$ cat config.mk
export PLATFORM = sky130hd
export DESIGN_NAME = u_rx_fifo
export DESIGN_NICKNAME = d
export VERILOG_FILES = /design/src/rtl/uart_pkg.sv /design/src/rtl/u_fifo_mem.sv /design/src/rtl/u_rx_fifo.sv
export SDC_FILE = /design/constraint.sdc
export NUM_CORES = 1
export LEC_CHECK = 0
export CORE_MARGIN = 1.5
export CORE_UTILIZATION = 54
export DETAILED_ROUTE_END_ITERATION = 7
export GPL_ROUTABILITY_DRIVEN = 0
export GPL_TIMING_DRIVEN = 0
export PLACE_DENSITY = 0.76
export SETUP_SLACK_MARGIN = 0.3
export SLEW_MARGIN = 40
export SYNTH_ARGS = -nofsm -noshare
export SYNTH_HDL_FRONTEND = slang
export SYNTH_SLANG_ARGS = --single-unit
$ cat constraint.sdc
create_clock -name clk -period 2.1 [get_ports clk]
set_clock_uncertainty 0.05 [all_clocks]
set_input_delay 0.315 -clock clk [delete_from_list [all_inputs] [get_ports clk]]
set_output_delay 0.315 -clock clk [all_outputs]
set_load 0.01 [all_outputs]
$ cat src/rtl/uart_pkg.sv
// Shared UART receive-path constants and the byte type used by the RX buffer.
package uart_pkg;

  localparam int UART_DATA_W       = 8;
  localparam int RX_FIFO_DEPTH_DEF = 16;
  localparam int RX_FIFO_AF_DEF    = 12;

  typedef logic [UART_DATA_W-1:0] uart_byte_t;

endpackage

$ cat src/rtl/u_fifo_mem.sv
// DEPTH x DATA_W storage: synchronous write port, asynchronous read port.
module u_fifo_mem #(
  parameter int DATA_W = 8,
  parameter int DEPTH  = 16,
  parameter int ADDR_W = $clog2(DEPTH)
) (
  input  logic              clk_i,
  input  logic              we_i,
  input  logic [ADDR_W-1:0] waddr_i,
  input  logic [DATA_W-1:0] wdata_i,
  input  logic [ADDR_W-1:0] raddr_i,
  output logic [DATA_W-1:0] rdata_o
);

  logic [DATA_W-1:0] mem_q [DEPTH];

  always_ff @(posedge clk_i) begin
    if (we_i) mem_q[waddr_i] <= wdata_i;
  end

  assign rdata_o = mem_q[raddr_i];

endmodule

$ cat src/rtl/u_rx_fifo.sv
// FWFT receive FIFO behind u_rx with registered flags and sticky overrun.
// Optional registered almost_full output (and AF_THRESH) under RX_FIFO_ALMOST_FULL_EN.
module u_rx_fifo
  import uart_pkg::*;
#(
  parameter int DATA_W    = UART_DATA_W,
  parameter int DEPTH     = RX_FIFO_DEPTH_DEF,
  parameter int ADDR_W    = $clog2(DEPTH)
`ifdef RX_FIFO_ALMOST_FULL_EN
  ,
  parameter int AF_THRESH = RX_FIFO_AF_DEF
`endif
) (
  input  logic              clk,
  input  logic              rst,
  input  logic [DATA_W-1:0] wr_data,
  input  logic              wr_en,
  input  logic              rd_en,
  output logic [DATA_W-1:0] rd_data,
  output logic              empty,
  output logic              full,
  output logic [ADDR_W:0]   count,
  output logic              overrun,
  input  logic              clr_overrun
`ifdef RX_FIFO_ALMOST_FULL_EN
  ,
  output logic              almost_full
`endif
);

  localparam logic [ADDR_W:0] FULL_LVL = (ADDR_W+1)'(DEPTH);

  logic [ADDR_W-1:0] wr_ptr_q, wr_ptr_d;
  logic [ADDR_W-1:0] rd_ptr_q, rd_ptr_d;
  logic [ADDR_W:0]   count_q, count_d;
  logic              empty_q, empty_d;
  logic              full_q, full_d;
  logic              ovr_q, ovr_d;
  logic              wr_acc, rd_acc;
  logic [DATA_W-1:0] head;

  // A write while full is still accepted when a pop frees the slot on the same edge.
  always_comb begin
    rd_acc   = rd_en && !empty_q;
    wr_acc   = wr_en && (!full_q || rd_en);
    wr_ptr_d = wr_ptr_q + ADDR_W'(wr_acc);
    rd_ptr_d = rd_ptr_q + ADDR_W'(rd_acc);
    count_d  = count_q + (ADDR_W+1)'(wr_acc) - (ADDR_W+1)'(rd_acc);
    empty_d  = (count_d == '0);
    full_d   = (count_d == FULL_LVL);
    ovr_d    = (wr_en && full_q && !rd_en) || (ovr_q && !clr_overrun);
  end

  always_ff @(posedge clk or posedge rst) begin
    if (rst) begin
      wr_ptr_q <= '0;
      rd_ptr_q <= '0;
      count_q  <= '0;
      empty_q  <= 1'b1;
      full_q   <= 1'b0;
      ovr_q    <= 1'b0;
    end else begin
      wr_ptr_q <= wr_ptr_d;
      rd_ptr_q <= rd_ptr_d;
      count_q  <= count_d;
      empty_q  <= empty_d;
      full_q   <= full_d;
      ovr_q    <= ovr_d;
    end
  end

`ifdef RX_FIFO_ALMOST_FULL_EN
  logic af_q;

  always_ff @(posedge clk or posedge rst) begin
    if (rst) af_q <= 1'b0;
    else     af_q <= (count_d >= (ADDR_W+1)'(AF_THRESH));
  end

  assign almost_full = af_q;
`endif

  u_fifo_mem #(
    .DATA_W (DATA_W),
    .DEPTH  (DEPTH),
    .ADDR_W (ADDR_W)
  ) u_mem (
    .clk_i   (clk),
    .we_i    (wr_acc),
    .waddr_i (wr_ptr_q),
    .wdata_i (wr_data),
    .raddr_i (rd_ptr_q),
    .rdata_o (head)
  );

  // Memory contents are never reset, so the head is masked while empty.
  assign rd_data = empty_q ? '0 : head;
  assign empty   = empty_q;
  assign full    = full_q;
  assign count   = count_q;
  assign overrun = ovr_q;

endmodule

==> results of run 1 <==
[worst max-delay path, cell delays in order (launching register included)]
cell and delay [ns]:
dfrtp_2 0.48, buf_12 0.16, buf_16 0.13, buf_12 0.14, mux2i_2 0.16, a221oi_2 0.31
o21ai_2 0.14, nand2_1 0.10, buf_2 0.13
[metal layers]
metal / track usage / part of all wire
met1: 0.333 / 0.40
met2: 0.403 / 0.52
met3: 0.0607 / 0.061
met4: 0.0936 / 0.016
met5: 0 / 0
[how the worst max path moves through the flow]
stage / endpoint / depth (start not counted) / slack (ns) / startpoint
2_1_floorplan: full / 7 / -0.1 / empty
3_3_place_gp: full / 10 / -0.58 / rd_en
3_5_place_dp: full / 11 / -0.61 / rd_en
4_1_cts: rd_data[0] / 6 / -0.53 / rd_ptr_q[0]
5_1_grt: rd_data[2] / 8 / -0.62 / rd_ptr_q[0]
6_report: rd_data[2] / 8 / -0.55 / rd_ptr_q[0]
[stage by stage]
stage / area [um^2] / util / TNS [ns] / setup slack [ns] / power (uW)
finish: 7650 / 0.741 / -4.69 / -0.551 / 11800
global route: 7650 / 0.741 / -5.43 / -0.622 / 12300
CTS: 7460 / 0.723 / -4.46 / -0.533 / 11400
detailed placement: 6260 / 0.607 / -52.56 / -0.613 / 7450
global placement: 6260 / 0.607 / -46.83 / -0.579 / 7340
floorplan: 5810 / - / -0.183 / -0.0978 / 6130
[area by class of cell]
| type | instances | area, um^2 |
|---|---|---|
| plain buffers | 15 | 145 |
| clock buffers | 22 | 453 |
| clock inverters | 10 | 159 |
| fillers | 557 | 2680 |
| inverters | 10 | 45.0 |
| multi-input cells | 147 | 1720 |
| flip-flops and latches | 144 | 4250 |
| well taps | 136 | 170 |
| repair buffers | 61 | 713 |
[cell usage after synthesis]
library cell	n	area (um^2)
a21o_1	2	15.0
a21oi_1	2	10.0
a221oi_1	8	70.1
a22oi_1	8	60.1
and2_1	1	6.26
buf_1	3	11.3
buf_12	1	20.0
buf_2	3	15.0
buf_6	3	33.8
buf_8	1	15.0
clkbuf_1	4	15.0
dfrtp_1	15	375
dfstp_2	1	26.3
edfxtp_1	128	3840
fa_1	1	20.0
ha_1	9	113
inv_1	10	37.5
mux2i_1	32	320
mux4_1	6	158
mux4_2	10	225
nand2_1	11	41.3
nand2b_1	3	18.8
nand3_1	2	10.0
nand3b_1	2	15.0
nor2_1	13	48.8
nor2b_1	3	18.8
nor3_1	5	25.0
nor3b_1	1	7.51
o211ai_1	8	60.1
o21ai_1	8	40.0
o22ai_1	1	6.26
or2_2	1	6.26
or3_1	2	12.5
xnor2_1	5	43.8
xor2_1	3	26.3
[cell families after synthesis]
kind of cell,share of synthesized area
AO/OA/AOI/OAI,0.0453
AND/OR/NAND/NOR,0.0364
adder cells (fa/ha/maj),0.0230
flip-flops,0.736
buffers and inverters,0.0256
XOR/XNOR,0.0121
multiplexers,0.122
[power groups by stage]
| stage | Sequential [uW] | Combinational [uW] | Clock [uW] |
|---|---|---|---|
| floorplan | 3790 | 2340 | 0 |
| global placement | 3780 | 3560 | 0 |
| detailed placement | 3810 | 3650 | 0 |
| CTS | 3780 | 4490 | 3090 |
| global route | 3830 | 5240 | 3220 |
| finish | 3800 | 4950 | 3080 |
[flip-flops by register name (all words and copies together), names as in the netlist]
register	count
u_mem.mem_q	128
count	5
rd_ptr_q	4
wr_ptr_q	4
empty	1
full	1
overrun	1
[timing repair]
action / in CTS / in global routing
setup buffers: 23 / 8
pin swaps: 38 / 27
gates cloned: 2 / 0
gates resized for setup: 118 / 24
setup endpoints to repair: 150 / 127
==> run summary, run 1 <==
largest net degree at the start of global routing: 17
clk buf depth: 2
Initial Utilization: 0.559
Post-DP HPWL: 7130 um
Startpoint Class: register
placed insts: 480
Pre-antenna DRT Iters: 5
synthesized area: 5770 um^2
Ys Warns: 0
post-synth cell types: 35
die area: 11300 um^2
status: finished with violations
MaxCap Viol Count: 0
fmax: 0.377 GHz
Int Pwr: 7860 uW
vias in the first global route: 3269
drt drc: 0
WL/cell: 24.0 um
failing checks: setup timing
routed wire length: 13100 um
CTS buffer count: 17
Psw: 3960 uW
Syn Inst Count: 316
Placement Rows: 37
Tmin final: 2.65 ns
via count: 3230
fin nets: 419
first-pass GRT wire length: 19700 um
r2r startpoint: empty
synthesized area per cell: 18.3 um^2
Routed Antenna Nets: 0
Fin. Hold Viols: 0
num ports: 29
final setup fails: 11
RSZ-0062 raised after global routing: yes
vias per cell: 5.93
Clk pwr share: 0.260
GRT Total Usage: 0.250
final non-filler cell total: 545
CP required: 1.74 ns
layout cell share with drive strength beyond 1: 0.381
slack of the worst reg-to-reg path: -0.27 ns
Area Overhead vs Synth: 32.5%
flops & latches, synth: 144
Setup crit end kind: output port
Max IR drop VDD: 0.00105 V
Root Buffer: clkbuf_8
CTS tree: yes
reg2reg end: full
Leakage: 0.00276 uW
switching share of power: 0.335
sequential power share: 0.321
initial DRC count: 251
crit share post-route: 1.26
Buffers on Ports: 28
WP data arrival: 2.29 ns
Ant. Diodes: 0
WHS: 0.124 ns
H-Tree Depth: 4
commonest non-fill, non-tap cell in the layout: edfxtp_1
die width: 106 um
Reg2Reg Depth: 9
clk_lat worst skew: 0.53 ns
hold_buf cts: 0
setup ws final: -0.551 ns
power per cell area: 1550 nW/um^2
# clock sinks: 144
post-synthesis sequential area ratio: 0.736
worst relative slew slack: 0.545
Slew Viols, Final: 0
Die Ht: 106 um
global route total overflow: 0
Clock Pin Slew Worst Setup and Hold Paths: 0.06 ns
Slew @ Worst Pin: 0.681 ns
critical path class: register to output port
logic gate share of total power: 0.419
most frequent cells in the layout: 128 x edfxtp_1, 31 x mux2i_1, 17 x buf_12
net count after synthesis: 339
CP max FO: 8
initial antenna violation count: 0
Hold Crit Class: input pin to asynchronous set/reset pin
Core Area: 10300 um^2
No activity file was read; power rests on OpenSTA's default activity.
==> run 2, diff against run 1 <==
ABC_AREA = 1   (was not set)
PLACE_DENSITY = 0.75   (was 0.76)
==> run summary, run 2 <==
status: finished with violations (unchanged)
failing checks: setup timing (unchanged)
Fillers: 702 (was 557)
num ports: 29 (unchanged)
GRT Total Usage: 0.273 (was 0.250)
critical path class: register to output port (unchanged)
post-synthesis compound-gate area fraction: 0.00999 (was 0.0453)
Syn Inst Count: 593 (was 316)
first-pass GRT wire length: 25000 um (was 19700 um)
MaxCap Viol Count: 0 (unchanged)
worst relative slew slack: 0.423 (was 0.545)
Util after Layout: 0.722 (was 0.741)
largest net degree at the start of global routing: 17 (unchanged)
post-synthesis adder-cell area fraction: 0.0212 (was 0.0230)
worst-path cell chain: clkinvlp_4, buf_6, nand2_1, nand3_1, nand3_1, nand3_1, a21oi_2, buf_2 (was buf_12, buf_16, buf_12, mux2i_2, a221oi_2, o21ai_2, nand2_1, buf_2)
Synth Area in Simple Gates: 0.205 (was 0.0364)
H-Tree Depth: 4 (unchanged)
WP data arrival: 1.98 ns (was 2.29 ns)
Hold Crit Class: input pin to asynchronous set/reset pin (unchanged)
net count after synthesis: 616 (was 339)
xor/xnor cell area share of the yosys netlist: 0.00979 (was 0.0121)
Placement Rows: 39 (was 37)
leading cell type by number of instances after synthesis: nand2_1 (was edfxtp_1)
vias per cell: 5.80 (was 5.93)
Synth area leaders: edfxtp_1 61%, nand2_1 12%, nand3_1 7.1% (was edfxtp_1 67%, dfrtp_1 6.5%, mux2i_1 5.6%)
Pre-antenna DRT Iters: 5 (unchanged)
FFs w/ async S/R, synth: 0.111 (unchanged)
r2r startpoint: empty (unchanged)
crit-path max cell delay: 0.50 ns (was 0.48 ns)
CP bufs+invs: 3 (was 4)
commonest non-fill, non-tap cell in the layout: nand2_1 (was edfxtp_1)
Post-DP Area: 6750 um^2 (was 6260 um^2)
Biggest register: u_mem.mem_q (unchanged)
logic gate share of total power: 0.455 (was 0.419)
setup ws final: -0.249 ns (was -0.551 ns)
WHS: 0.257 ns (was 0.124 ns)
global route total overflow: 0 (unchanged)
# clock sinks: 144 (unchanged)
RSZ-0062 raised after global routing: yes (unchanged)
post-synthesis sequential area ratio: 0.678 (was 0.736)
Fin. Hold Viols: 0 (unchanged)
Setup TNS: -2.30 ns (was -4.69 ns)
biggest area consumer among synthesized cells: edfxtp_1 (unchanged)
Post-DP HPWL: 9750 um (was 7130 um)
Tmin final: 2.35 ns (was 2.65 ns)
Reg2Reg Depth: 11 (was 9)
Ys Warns: 0 (unchanged)
max reg flops: 128 (unchanged)
fin nets: 685 (was 419)
post-synthesis mux area share: 0 (was 0.122)
Area Overhead vs Synth: 31.1% (was 32.5%)
Core Area: 11400 um^2 (was 10300 um^2)
placed insts: 764 (was 480)
Clock Pin Slew Worst Setup and Hold Paths: 0.06 ns (about the same)
routed wire length: 16900 um (was 13100 um)
Root Buffer: clkbuf_16 (was clkbuf_8)
multi-input combinational cell area: 2080 um^2 (was 1720 um^2)
largest family of logic cells by synthesized area: simple AND/OR/NAND/NOR gates (was multiplexers)
number of enable flip-flop cells after synthesis: 128 (unchanged)
CP max FO: 5 (was 8)
via count: 4748 (was 3230)
Die Ht: 111 um (was 106 um)
slack of the worst reg-to-reg path: -0.18 ns (was -0.27 ns)
reg2reg end: empty (was full)
Leakage: 0.00340 uW (was 0.00276 uW)
switching share of power: 0.392 (was 0.335)
Routed Antenna Nets: 0 (unchanged)
initial antenna violation count: 0 (unchanged)
CP max-delay cell: dfrtp_2 (unchanged)
crit share post-route: 1.12 (was 1.26)
post-synth cell types: 22 (was 35)
Setup crit end kind: output port (unchanged)
final setup fails: 11 (unchanged)
most frequent cells in the layout: 186 x nand2_1, 128 x edfxtp_1, 78 x inv_1 (was 128 x edfxtp_1, 31 x mux2i_1, 17 x buf_12)
Int Pwr: 7480 uW (was 7860 uW)
most frequent cells after synthesis: 202 x nand2_1, 128 x edfxtp_1, 89 x nand3_1, 81 x inv_1, 18 x nor2_1 (was 128 x edfxtp_1, 32 x mux2i_1, 15 x dfrtp_1, 13 x nor2_1, 11 x nand2_1)
CTS buffer count: 17 (unchanged)
drt drc: 0 (unchanged)
WL/cell: 20.7 um (was 24.0 um)
Clk pwr share: 0.238 (was 0.260)
hold_buf cts: 0 (unchanged)
Startpoint Class: register (unchanged)
die area: 12300 um^2 (was 11300 um^2)
CTS tree: yes (unchanged)
synthesized area per cell: 10.6 um^2 (was 18.3 um^2)
layout cell share with drive strength beyond 1: 0.286 (was 0.381)
CP dominant cell by count: nand3_1 (was buf_12)
sequential power share: 0.307 (was 0.321)
clk buf depth: 2 (unchanged)
sequential cell area: 4250 um^2 (unchanged)
Psw: 4810 uW (was 3960 uW)
vias in the first global route: 4757 (was 3269)
Initial Utilization: 0.551 (was 0.559)
initial DRC count: 399 (was 251)
share of the synthesized area in the top cell type: 0.614 (was 0.666)
die width: 111 um (was 106 um)
Slew Viols, Final: 0 (unchanged)
flops & latches, synth: 144 (unchanged)
Max IR drop VDD: 0.000884 V (was 0.00105 V)
clk_lat worst skew: 0.42 ns (was 0.53 ns)
Ant. Diodes: 0 (unchanged)
kind of cell adding the most delay to the critical path: buffers and inverters (unchanged)
fmax: 0.426 GHz (was 0.377 GHz)
Buffers on Ports: 28 (unchanged)
prevailing post-synth register cell: edfxtp_1 (unchanged)
post-layout instance area: 8210 um^2 (was 7650 um^2)
synthesized area: 6260 um^2 (was 5770 um^2)
final non-filler cell total: 818 (was 545)
power per cell area: 1500 nW/um^2 (was 1550 nW/um^2)
CP required: 1.74 ns (about the same)
Slew @ Worst Pin: 0.862 ns (was 0.681 ns)
run 2: changes by cell type after synthesis, moves of 6 or more:
cell / change
nand2_1: +191
nand3_1: +87
inv_1: +71
mux2i_1: -32
buf_2: +13
mux4_2: -10
a221oi_1: -8
a22oi_1: -8
o211ai_1: -8
o21ai_1: -8
a21oi_1: +7
mux4_1: -6
run 2: worst max path at each step:
| stage | from | endpoint | slack [ns] | cells past startpoint |
|---|---|---|---|---|
| floorplan | empty | full | -0.11 | 10 |
| global placement | rd_en | full | -0.42 | 12 |
| detailed placement | rd_en | full | -0.47 | 12 |
| CTS | rd_ptr_q[0] | rd_data[2] | -0.19 | 8 |
| global route | rd_ptr_q[0] | rd_data[1] | -0.29 | 9 |
| finish | rd_ptr_q[0] | rd_data[3] | -0.25 | 8 |
run 2: what timing repair did:
item | in CTS | in global routing
buffers inserted | 9 | 7
pin swaps | 33 | 22
endpoints found under the setup margin | 143 | 143
resized for setup | 150 | 53
gates cloned | 4 | 2
run 2: cell type report:
type | instances | area share
plain buffers | 25 | 0.0351
clock buffers | 18 | 0.0523
clock inverters | 14 | 0.0175
inverters | 84 | 0.0402
multi-input cells | 340 | 0.254
flip-flops and latches | 144 | 0.517
well taps | 143 | 0.0218
repair buffers | 49 | 0.0611
repair inverters | 1 | 0.000914
run 2: through the flow:
step,power (uW),setup slack (ns)
after floorplan,6270,-0.107
after global placement,7560,-0.421
after detailed placement,7720,-0.470
after CTS,11500,-0.190
after global routing,12800,-0.295
final,12300,-0.249
run 2: cell families after synthesis:
group	after synthesis
AOI/OAI and AO/OA	12
xor gates and xnor gates	7
adders and majority gates	10
buffers and inverters	109
DFF	144
and+or+nand+nor	311
run 2: per-layer routing:
| layer | track usage | routed length [um] | part of all wire |
|---|---|---|---|
| met5 | 0 | 0 | 0 |
| met4 | 0.138 | 782 | 0.046 |
| met3 | 0.0683 | 1270 | 0.075 |
| met2 | 0.455 | 8590 | 0.51 |
| met1 | 0.332 | 6280 | 0.37 |
run 2: power by group through the flow:
| stage | combinational [uW] | clock (uW) | sequential, uW |
|---|---|---|---|
| floorplan | 2530 | 0 | 3750 |
| detailed placement | 3960 | 0 | 3760 |
| finish | 5590 | 2920 | 3770 |
| global placement | 3830 | 0 | 3740 |
| CTS | 4800 | 2910 | 3740 |
| global route | 5920 | 3070 | 3800 |
